==> config.mk <==
export PLATFORM = sky130hd
export DESIGN_NAME = div_unit
export DESIGN_NICKNAME = d
export VERILOG_FILES = /design/src/rtl/div_unit.sv
export SDC_FILE = /design/constraint.sdc
export NUM_CORES = 1
export LEC_CHECK = 0
export ABC_AREA = 0
export BUFFER_PORTS_ARGS = -buffer_cell sky130_fd_sc_hd__buf_2
export CAP_MARGIN = 20
export CORE_ASPECT_RATIO = 0.7
export CORE_UTILIZATION = 55
export CTS_CLUSTER_SIZE = 20
export DETAILED_ROUTE_END_ITERATION = 7
export PLACE_DENSITY = 0.72
export SLEW_MARGIN = 10
export SYNTH_ARGS = -nofsm -noshare
export SYNTH_HDL_FRONTEND = slang
export SYNTH_SLANG_ARGS = --single-unit
export TNS_END_PERCENT = 1
==> constraint.sdc <==
create_clock -name clk -period 8.1 [get_ports clk]
set_input_delay 1.215 -clock clk [delete_from_list [all_inputs] [get_ports clk]]
set_output_delay 1.215 -clock clk [all_outputs]
set_load 0.01 [all_outputs]
==> src/rtl/div_unit.sv <==
// rtl/div_unit.sv - multi-cycle radix-2 restoring divider for DIV/DIVU
module div_unit #(
  parameter int WIDTH = 32
) (
  input  logic               clk,
  input  logic               reset,
  input  logic               signed_div_i,
  input  logic [WIDTH-1:0]   opdata1_i,
  input  logic [WIDTH-1:0]   opdata2_i,
  input  logic               start_i,
  input  logic               annul_i,
  output logic [2*WIDTH-1:0] result_o,
  output logic               ready_o
);

  localparam int CW = $clog2(WIDTH) + 1;
  localparam logic [WIDTH-1:0] ONE      = WIDTH'(1);
  localparam logic [CW-1:0]    CNT_DONE = CW'(WIDTH);

  typedef enum logic [1:0] {
    FREE,
    BYZERO,
    ON,
    END
  } state_t;

  state_t             state_q, state_d;
  logic [CW-1:0]      cnt_q, cnt_d;
  // {partial remainder, dividend/quotient}; one spare MSB keeps the shifted remainder
  logic [2*WIDTH:0]   work_q, work_d;
  logic [WIDTH-1:0]   divisor_q, divisor_d;
  logic               neg_quot_q, neg_quot_d;
  logic               neg_rem_q, neg_rem_d;
  logic [2*WIDTH-1:0] result_q, result_d;
  logic               ready_q, ready_d;

  logic [WIDTH-1:0]   dividend_mag;
  logic [WIDTH-1:0]   divisor_mag;
  logic [2*WIDTH:0]   shifted;
  logic [WIDTH+1:0]   trial;
  logic [WIDTH-1:0]   quot_raw;
  logic [WIDTH-1:0]   rem_raw;

  // Operand magnitudes, one restoring iteration and the raw quotient/remainder
  always_comb begin
    dividend_mag = (signed_div_i && opdata1_i[WIDTH-1]) ? (~opdata1_i + ONE) : opdata1_i;
    divisor_mag  = (signed_div_i && opdata2_i[WIDTH-1]) ? (~opdata2_i + ONE) : opdata2_i;
    shifted      = {work_q[2*WIDTH-1:0], 1'b0};
    // Extra MSB acts as the borrow: set means the trial went negative
    trial        = {1'b0, shifted[2*WIDTH:WIDTH]} - {2'b00, divisor_q};
    quot_raw     = work_q[WIDTH-1:0];
    rem_raw      = work_q[2*WIDTH-1:WIDTH];
  end

  // Next-state and registered-output logic
  always_comb begin
    state_d    = state_q;
    cnt_d      = cnt_q;
    work_d     = work_q;
    divisor_d  = divisor_q;
    neg_quot_d = neg_quot_q;
    neg_rem_d  = neg_rem_q;
    result_d   = result_q;
    ready_d    = ready_q;

    unique case (state_q)
      FREE: begin
        result_d = '0;
        ready_d  = 1'b0;
        if (start_i && !annul_i) begin
          if (opdata2_i == '0) begin
            state_d = BYZERO;
          end else begin
            state_d    = ON;
            cnt_d      = '0;
            work_d     = {{(WIDTH+1){1'b0}}, dividend_mag};
            divisor_d  = divisor_mag;
            neg_quot_d = signed_div_i && (opdata1_i[WIDTH-1] ^ opdata2_i[WIDTH-1]);
            neg_rem_d  = signed_div_i && opdata1_i[WIDTH-1];
          end
        end
      end
      BYZERO: begin
        if (annul_i) begin
          state_d  = FREE;
          cnt_d    = '0;
          result_d = '0;
          ready_d  = 1'b0;
        end else begin
          state_d  = END;
          result_d = '0;
          ready_d  = 1'b1;
        end
      end
      ON: begin
        if (annul_i) begin
          state_d  = FREE;
          cnt_d    = '0;
          result_d = '0;
          ready_d  = 1'b0;
        end else if (cnt_q == CNT_DONE) begin
          state_d  = END;
          result_d = {neg_rem_q  ? (~rem_raw + ONE)  : rem_raw,
                      neg_quot_q ? (~quot_raw + ONE) : quot_raw};
          ready_d  = 1'b1;
        end else begin
          if (!trial[WIDTH+1]) begin
            work_d = {trial[WIDTH:0], shifted[WIDTH-1:1], 1'b1};
          end else begin
            work_d = shifted;
          end
          cnt_d = cnt_q + CW'(1);
        end
      end
      END: begin
        if (annul_i || !start_i) begin
          state_d  = FREE;
          cnt_d    = '0;
          result_d = '0;
          ready_d  = 1'b0;
        end
      end
      default: begin
        state_d  = FREE;
        cnt_d    = '0;
        result_d = '0;
        ready_d  = 1'b0;
      end
    endcase
  end

  // State register with synchronous reset
  always_ff @(posedge clk) begin
    if (reset) begin
      state_q    <= FREE;
      cnt_q      <= '0;
      work_q     <= '0;
      divisor_q  <= '0;
      neg_quot_q <= 1'b0;
      neg_rem_q  <= 1'b0;
      result_q   <= '0;
      ready_q    <= 1'b0;
    end else begin
      state_q    <= state_d;
      cnt_q      <= cnt_d;
      work_q     <= work_d;
      divisor_q  <= divisor_d;
      neg_quot_q <= neg_quot_d;
      neg_rem_q  <= neg_rem_d;
      result_q   <= result_d;
      ready_q    <= ready_d;
    end
  end

  assign result_o = result_q;
  assign ready_o  = ready_q;

endmodule
# --- Yosys cells after proc, flatten, opt, wreduce, memory -nomap -nowiden ---
# Index checks and enable logic that the tools add are counted.
word_totals:
  register_bits: 171
  latch_bits: 0
  mem_bits_rw: 0
  romBits: 0
  input_bits: 69
  out_inout_bits: 65
  wordCells: 81
  mem_count: 0
op_classes:
  n_addsub: 6
  multipliers: 0
  n_div: 0
  n_lt_le_gt_ge: 0
  eq_ne: 12
  shift: 0
  mux: 33
  n_bitwise: 6
  reduce_logical: 16
op_table:
  columns: ["op", "count"]
  rows:
  - ["64-bit two-way mux", 8]
  - ["64-bit one-hot mux with 3 select lines", 1]
  - ["32-bit by 1-bit adder with 32-bit output (second input constant)", 4]
  - ["32-bit two-way mux", 4]
  - ["32-bit NOT", 4]
  - ["64-bit one-hot mux with 2 select lines", 1]
  - ["6-bit two-way mux", 6]
  - ["33-bit by 32-bit subtractor with 34-bit output", 1]
  - ["32-bit zero test", 1]
  - ["6-bit one-hot mux with 4 select lines", 1]
  - ["2-bit two-way mux", 6]
  - ["2-bit != test (second input constant)", 6]
  - ["5-bit AND reduction", 2]
  - ["2-bit one-hot mux with 4 select lines", 1]
  - ["6-bit by 1-bit adder with 6-bit output (second input constant)", 1]
  - ["6-bit == test (second input constant)", 1]
  - ["3-bit != test (second input constant)", 2]
  - ["3-bit AND reduction", 2]
  - ["2-bit == test (second input constant)", 2]
  - ["1-bit logical AND", 4]
  - ["1-bit two-way mux", 4]
  - ["1-bit one-hot mux with 4 select lines", 1]
  - ["2-bit by 1-bit == test with 1-bit output (second input constant)", 1]
  - ["1-bit zero test", 2]
  - ["7 further kinds", 7]

# --- Depth between registers and ports, before layout ---
# Gate-level depths: netlist of run 1.
depth:
  ltp_word: 6
  ltp_mapped: 13
  depth_no_buf: 12

# --- Worst setup path after synthesis of run 1 ---
# Ideal clock, no wire load.
synth_path:
  path_kind: "input port to flip-flop"
  start: "in opdata1_i[0]"
  end: "reg work_q[30]"
  setup_time_ps: 78
  arrival_time_ps: 3334
  t_required_ps: 8022
  setup_slack_ps: 4688
  path_stages: 10
  n_path_buf: 0
  path_cell_list: "inv_1 > ha_1 > or4b_2 > o41ai_4 > o21a_1 > o21ai_1 > o21a_1 > o31ai_1 > a21oi_1 > nor3_1"
synth_via:
  elab_chain_len: 6
synth_lines:
  columns: ["element", "line_no", "source"]
  rows:
  - ["from (decl)", "8", "input logic [WIDTH-1:0] opdata1_i,"]
  - ["32-bit NOT", "46", "dividend_mag = (signed_div_i && opdata1_i[WIDTH-1]) ? (~opdata1_i + ONE) : opdata1_i;"]
  - ["32-bit by 1-bit adder with 32-bit output", "46", null]
  - ["32-bit two-way mux", "46", null]
  - ["64-bit two-way mux", "71", "if (opdata2_i == '0) begin"]
  - ["64-bit two-way mux", "70", "if (start_i && !annul_i) begin"]
  - ["64-bit one-hot mux with 2 select lines", "66", "unique case (state_q)"]
  - ["to (signal assigned)", "146", "work_q <= work_d;"]
  - ["to (decl)", "30", "logic [2*WIDTH:0] work_q, work_d;"]
# Every way passes these cells. The select of a mux whose other input is x is not followed.
# A chain may end at the register's enable or synchronous reset.

# --- Worst setup path after layout of run 1 ---
layout_path:
  start: "reg work_q[38]"
  end: "reg work_q[38]"
layout_via:
  elab_chain_len: 5
layout_lines:
  columns: ["element", "line_no", "source"]
  rows:
  - ["33-bit by 32-bit subtractor with 34-bit output", "50", "trial = {1'b0, shifted[2*WIDTH:WIDTH]} - {2'b00, divisor_q};"]
  - ["64-bit two-way mux", "107", "if (!trial[WIDTH+1]) begin"]
  - ["64-bit two-way mux", "101", "end else if (cnt_q == CNT_DONE) begin"]
  - ["64-bit two-way mux", "96", "if (annul_i) begin"]
  - ["64-bit one-hot mux with 2 select lines", "66", null]
# Every way passes these cells. The select of a mux whose other input is x is not followed.

==> metrics.txt, run 1 <==
status=finished clean; hold-fix buffers at CTS=0; #FFs+latches synth=171; DRC Markers=0; hold crit path type=register to register; core footprint=19800 um^2; Netlist Area Pre-Place=11100 um^2; via total after detailed routing=10600; Hold Path Cell Cnt=2; post-route ant nets=0; Die H=121 um; worst slew pin tran=1130 ps; crit start category=register; total die area=20800 um^2; Worst R2R Path Depth=10; antenna cells=0; TritonCTS clock tree=done; VDD IR max=0.000205 V; setup violators final=0; clock tree buffer depth=2; Max Clock Skew=22.5 ps; share of the synthesized area in the top cell type=0.308; area leader, netlist=dfxtp_1; CTS HTree Levels=4; post-synth net total=1547; Power Dens Cells=275 nW/um^2; Congestion Overflow GR=0; input/output buffers=133; clock slew at reported path FFs=70 ps; synthesized area per cell=7.74 um^2; Final Critical Period=4110 ps; Seq/Total Area, Yosys=0.308; Ys Warns=0; worst skew pair latency=450 ps; instance count of the mapped netlist=1435; post-detail-place hpwl=23100 um; dpl ws=3810 ps; worst path required time=8410 ps; critical path type=register to register; initial cell density of the core=0.561; Top FF cell, synth=dfxtp_1; RSZ-0062 raised after global routing=false; first-pass GRT wire length=49200 um; Total GRT Usage=0.303; commonest non-fill, non-tap cell in the layout=dfxtp_1; # IOs=134; Final period util=0.508; die extent in x=172 um; largest net degree at the start of global routing=73; Post-synth EDFFs=0; TritonCTS Buffers=17; final setup TNS=0 ps; drt initial violations=1130; clk sinks=171; Setup Fix Bufs, Post-CTS=0; Worst Slack Setup Final=3990 ps; most frequent cells in the layout=dfxtp_1 (171), nand2_1 (161), nor2_1 (148); Nets=1620; Critical Path AT=4420 ps; drt total wl=31200 um; fillers=1829; max-capacitance violation count=0; Via-to-Cell Ratio=5.94; top cells by area, synth=dfxtp_1 (31%), xnor2_1 (6.5%), nand2_1 (5.4%), nor2_1 (5.1%), xor2_1 (4.8%); Routed WL per cell=17.4 um; max-slew violation count=0; CTS-repair resized insts=0; slew margin rel.=0.244; Distinct cells, synth=70; Fin. Hold Viols=0; DR pass1 iterations=5; initial antenna violation count=0; CP Max Fanout=12; Setup crit end kind=register; share of synthesized registers carrying an async set or reset=0; Max Fclk=243 MHz; Row Count=43; P&R area growth vs syn=13.1%; root buffer cell=clkbuf_16; GPL Wtd Cong=0.908; share of post-route cells with drive strength above 1=0.138; number of global-route vias before repair=9037; Static Leak=5.04 nW
## flip-flops by register name, indices dropped and copies added (netlist names)
name        count
neg_rem_q       1
divisor_q      32
state_q         2
neg_quot_q      1
work_q         64
ready_o         1
result_o       64
cnt_q           6
## synth_stat cells (15+ instances only)
cell,number
dfxtp_1,171
nand2_1,161
nor2_1,150
a21oi_1,106
clkbuf_1,83
xnor2_1,82
o21ai_0,72
xor2_1,61
inv_1,57
nor3_1,48
ha_1,42
a211oi_1,39
o31ai_1,38
a22oi_1,33
nand4_1,24
a22o_1,17
or3_1,17
o211ai_1,16
o41ai_1,16
a21o_1,15
nand2b_1,15
or4_1,15
## stage by stage
stage	power [mW]	hold WS, ps	cell area (um^2)	std cells	util
after floorplan	2.18	432	11100	1435	-
after global placement	2.53	440	11900	1755	0.599
after detailed placement	2.55	450	11900	1755	0.599
after CTS	3.40	460	12500	1787	0.631
after global routing	3.67	500	12500	1791	0.634
final	3.46	464	12500	1791	0.634
## logic make-up (layout without fill, tap and decap cells)
kind of cell | after synthesis | count (layout) | synth area share
buffers and inverters | 151 | 237 | 0.0523
adder cells (fa/ha/maj) | 43 | 43 | 0.0491
XOR/XNOR | 143 | 143 | 0.113
flip-flops | 171 | 171 | 0.308
AND/OR/NAND/NOR | 494 | 494 | 0.209
AO/OA/AOI/OAI | 425 | 425 | 0.261
multiplexers | 8 | 8 | 0.00733
## layout make-up
cell class / instances / area [um^2] / area share
multi-input cells: 1113 / 7140 / 0.569
flip-flops and latches: 171 / 3420 / 0.273
repair buffers: 148 / 813 / 0.0648
clock buffers: 17 / 425 / 0.0339
well taps: 270 / 338 / 0.0269
inverters: 57 / 214 / 0.0170
clock inverters: 15 / 196 / 0.0157
## worst max-delay path, stage by stage, from the launching register on
cell	delay (ps)
dfxtp_1	590
ha_1	320
and4_1	210
o21ai_0	70
o21bai_1	200
a2111oi_2	440
o2111ai_1	260
a21oi_1	800
nor2_1	380
buf_4	300
o311ai_0	400
## worst paths after layout
kind,endpoint,from,slack (ps)
max,work_q[38]$_SDFFE_PP0P_,work_q[38]$_SDFFE_PP0P_,3990
min,divisor_q[31]$_SDFFE_PP0P_,divisor_q[31]$_SDFFE_PP0P_,460
max reg2reg,work_q[38]$_SDFFE_PP0P_,work_q[38]$_SDFFE_PP0P_,3990
min reg2reg,divisor_q[31]$_SDFFE_PP0P_,divisor_q[31]$_SDFFE_PP0P_,460
## routing by layer
| metal | routed length, um | global-route usage | part of all wire | vias to the layer above |
|---|---|---|---|---|
| met4 | 257 | 0.0625 | 0.0082 | 0 |
| li1 | - | - | - | 5318 |
| met1 | 16900 | 0.524 | 0.54 | 4813 |
| met2 | 10700 | 0.354 | 0.34 | 485 |
| met3 | 3310 | 0.0636 | 0.11 | 19 |
| met5 | 0 | 0 | 0 | - |
## report_power, final
| group | internal, mW | switching [mW] | total (mW) |
|---|---|---|---|
| clock | 0.446 | 0.408 | 0.854 |
| combinational | 0.536 | 0.969 | 1.50 |
| sequential | 0.948 | 0.148 | 1.10 |
Power figures use the tool's default switching activity.
==> run 2, diff against run 1 <==
==> constraint.sdc (replaced) <==
create_clock -name clk -period 3.8 [get_ports clk]
set_input_delay 0.57 -clock clk [delete_from_list [all_inputs] [get_ports clk]]
set_output_delay 0.57 -clock clk [all_outputs]
set_load 0.01 [all_outputs]
==> metrics.txt, run 2 (same netlist as run 1, synthesis figures left out) <==
slew margin rel.=0.279 (+0.0355); RSZ-0062 raised after global routing=false; total die area=20800 um^2 (unchanged); clock share of power=0.241 (-0.006); hold crit path type=input pin to register; fillers=1767 (-3.4%); CTS HTree Levels=4 (unchanged); clock tree buffer depth=2 (unchanged); final core occ=0.637 (+0.00284); crit start category=register; initial cell density of the core=0.561 (unchanged); FF/Latch Area=3420 um^2 (unchanged); drt initial violations=1164 (+3.0%); Static Leak=5.10 nW (+1.2%); commonest non-fill, non-tap cell in the layout=dfxtp_1; worst skew pair latency=440 ps (about the same); WHS=462 ps (-1.57 ps); Max Clock Skew=15.8 ps (-6.64 ps); TritonCTS clock tree=done; Final Critical Period=3300 ps (-810 ps); Worst Slack Setup Final=498 ps (-3490 ps); share of post-route cells with drive strength above 1=0.147 (+0.00907); number of global-route vias before repair=8895 (-1.6%); TritonCTS Buffers=17 (unchanged); Critical Path AT=3620 ps (-800 ps); final setup TNS=0 ps (unchanged); max-slew violation count=0 (unchanged); largest net degree at the start of global routing=71 (-2.7%); DRC Markers=0 (unchanged); area of the multi-input gates=7140 um^2 (about the same); worst slew pin tran=1080 ps (-54.7 ps); Max Fclk=303 MHz (+25%); design area=12600 um^2 (+0.45%); status=finished clean; clock slew at reported path FFs=70 ps (about the same); Row Count=43 (unchanged); Die H=121 um (unchanged); via total after detailed routing=10700 (+0.44%); # IOs=134 (unchanged); initial antenna violation count=0 (unchanged); Worst R2R Path Depth=10 (unchanged); Fin. Hold Viols=0 (unchanged); Net Switching=3.25 mW (+110%); Congestion Overflow GR=0 (unchanged); post-route ant nets=0 (unchanged); antenna cells=0 (unchanged); die extent in x=172 um (unchanged); critical path type=register to register; core footprint=19800 um^2 (unchanged); Internal=4.04 mW (+110%); CTS-repair resized insts=0 (unchanged); first-pass GRT wire length=49100 um (-0.18%); worst path required time=4120 ps (-4290 ps); max-capacitance violation count=0 (unchanged); clk sinks=171 (unchanged); setup violators final=0 (unchanged); Area after DPL=12000 um^2 (+1.2%); most frequent cells in the layout=dfxtp_1 (171), nand2_1 (161), nor2_1 (148); root buffer cell=clkbuf_16; Power Dens Cells=578 nW/um^2 (+110%); Total GRT Usage=0.301 (-0.00153); Final period util=0.869 (+0.361); P&R area growth vs syn=13.6%; Hold Path Cell Cnt=3 (+1); Reg power frac=0.320 (+0.003); Via-to-Cell Ratio=5.91 (-0.39%); VDD IR max=0.000373 V (+82%); GPL Wtd Cong=0.965 (+6.3%); DR pass1 iterations=5 (unchanged); CP Max Fanout=23 (+11); post-detail-place hpwl=23300 um (+1.2%); Routed WL per cell=17.2 um (-1.3%); Combinational Power Share=0.440 (+0.005); Setup crit end kind=register; Nets=1635 (+0.93%); input/output buffers=133 (unchanged); Setup Fix Bufs, Post-CTS=0 (unchanged); drt total wl=31000 um (-0.48%); Sw Ratio=0.445 (+0.00374); hold-fix buffers at CTS=0 (unchanged); dpl ws=528 ps (-3280 ps)
run 2: path summary, 6_finish.rpt:
path	start	endpoint	slack [ps]
max	work_q[34]$_SDFFE_PP0P_	work_q[45]$_SDFFE_PP0P_	500
min	opdata2_i[1]	divisor_q[1]$_SDFFE_PP0P_	460
max reg2reg	work_q[34]$_SDFFE_PP0P_	work_q[45]$_SDFFE_PP0P_	500
min reg2reg	divisor_q[0]$_SDFFE_PP0P_	divisor_q[0]$_SDFFE_PP0P_	470
run 2: per-stage QoR:
step | power, mW | std cells
after floorplan | 4.64 | 1435
after global placement | 5.45 | 1774
after detailed placement | 5.49 | 1774
after CTS | 7.24 | 1806
after global routing | 7.75 | 1806
final | 7.29 | 1806
run 2: worst max-delay path, cell delays in order, from the launching register on:
cell and delay, ps:
dfxtp_1 390, ha_1 360, nand2_1 80, a211oi_1 360
o21bai_1 180, a2111oi_2 450, o2111ai_1 240, a21o_1 530
buf_4 330, a21oi_1 180, o31ai_1 80
run 2: final cells by class:
class                           count  area share
Clock inverter                     15      0.0135
Sequential cell                   171       0.272
Inverter                           57      0.0170
Tap cell                          270      0.0268
Clock buffer                       17      0.0337
Timing Repair Buffer              163      0.0709
Multi-Input combinational cell   1113       0.567
run 2: power by group through the flow:
| stage | Sequential, mW | Clock (mW) | Combinational (mW) |
|---|---|---|---|
| detailed placement | 2.36 | 0 | 3.14 |
| global placement | 2.35 | 0 | 3.11 |
| finish | 2.33 | 1.75 | 3.21 |
| global route | 2.36 | 1.85 | 3.54 |
| floorplan | 2.23 | 0 | 2.42 |
| CTS | 2.31 | 1.77 | 3.15 |
run 2: routing by layer:
layer | global-route usage | share of wire
met3 | 0.0698 | 0.11
met1 | 0.536 | 0.55
met5 | 0.0230 | 0.0018
met4 | 0.0509 | 0.0070
met2 | 0.331 | 0.33
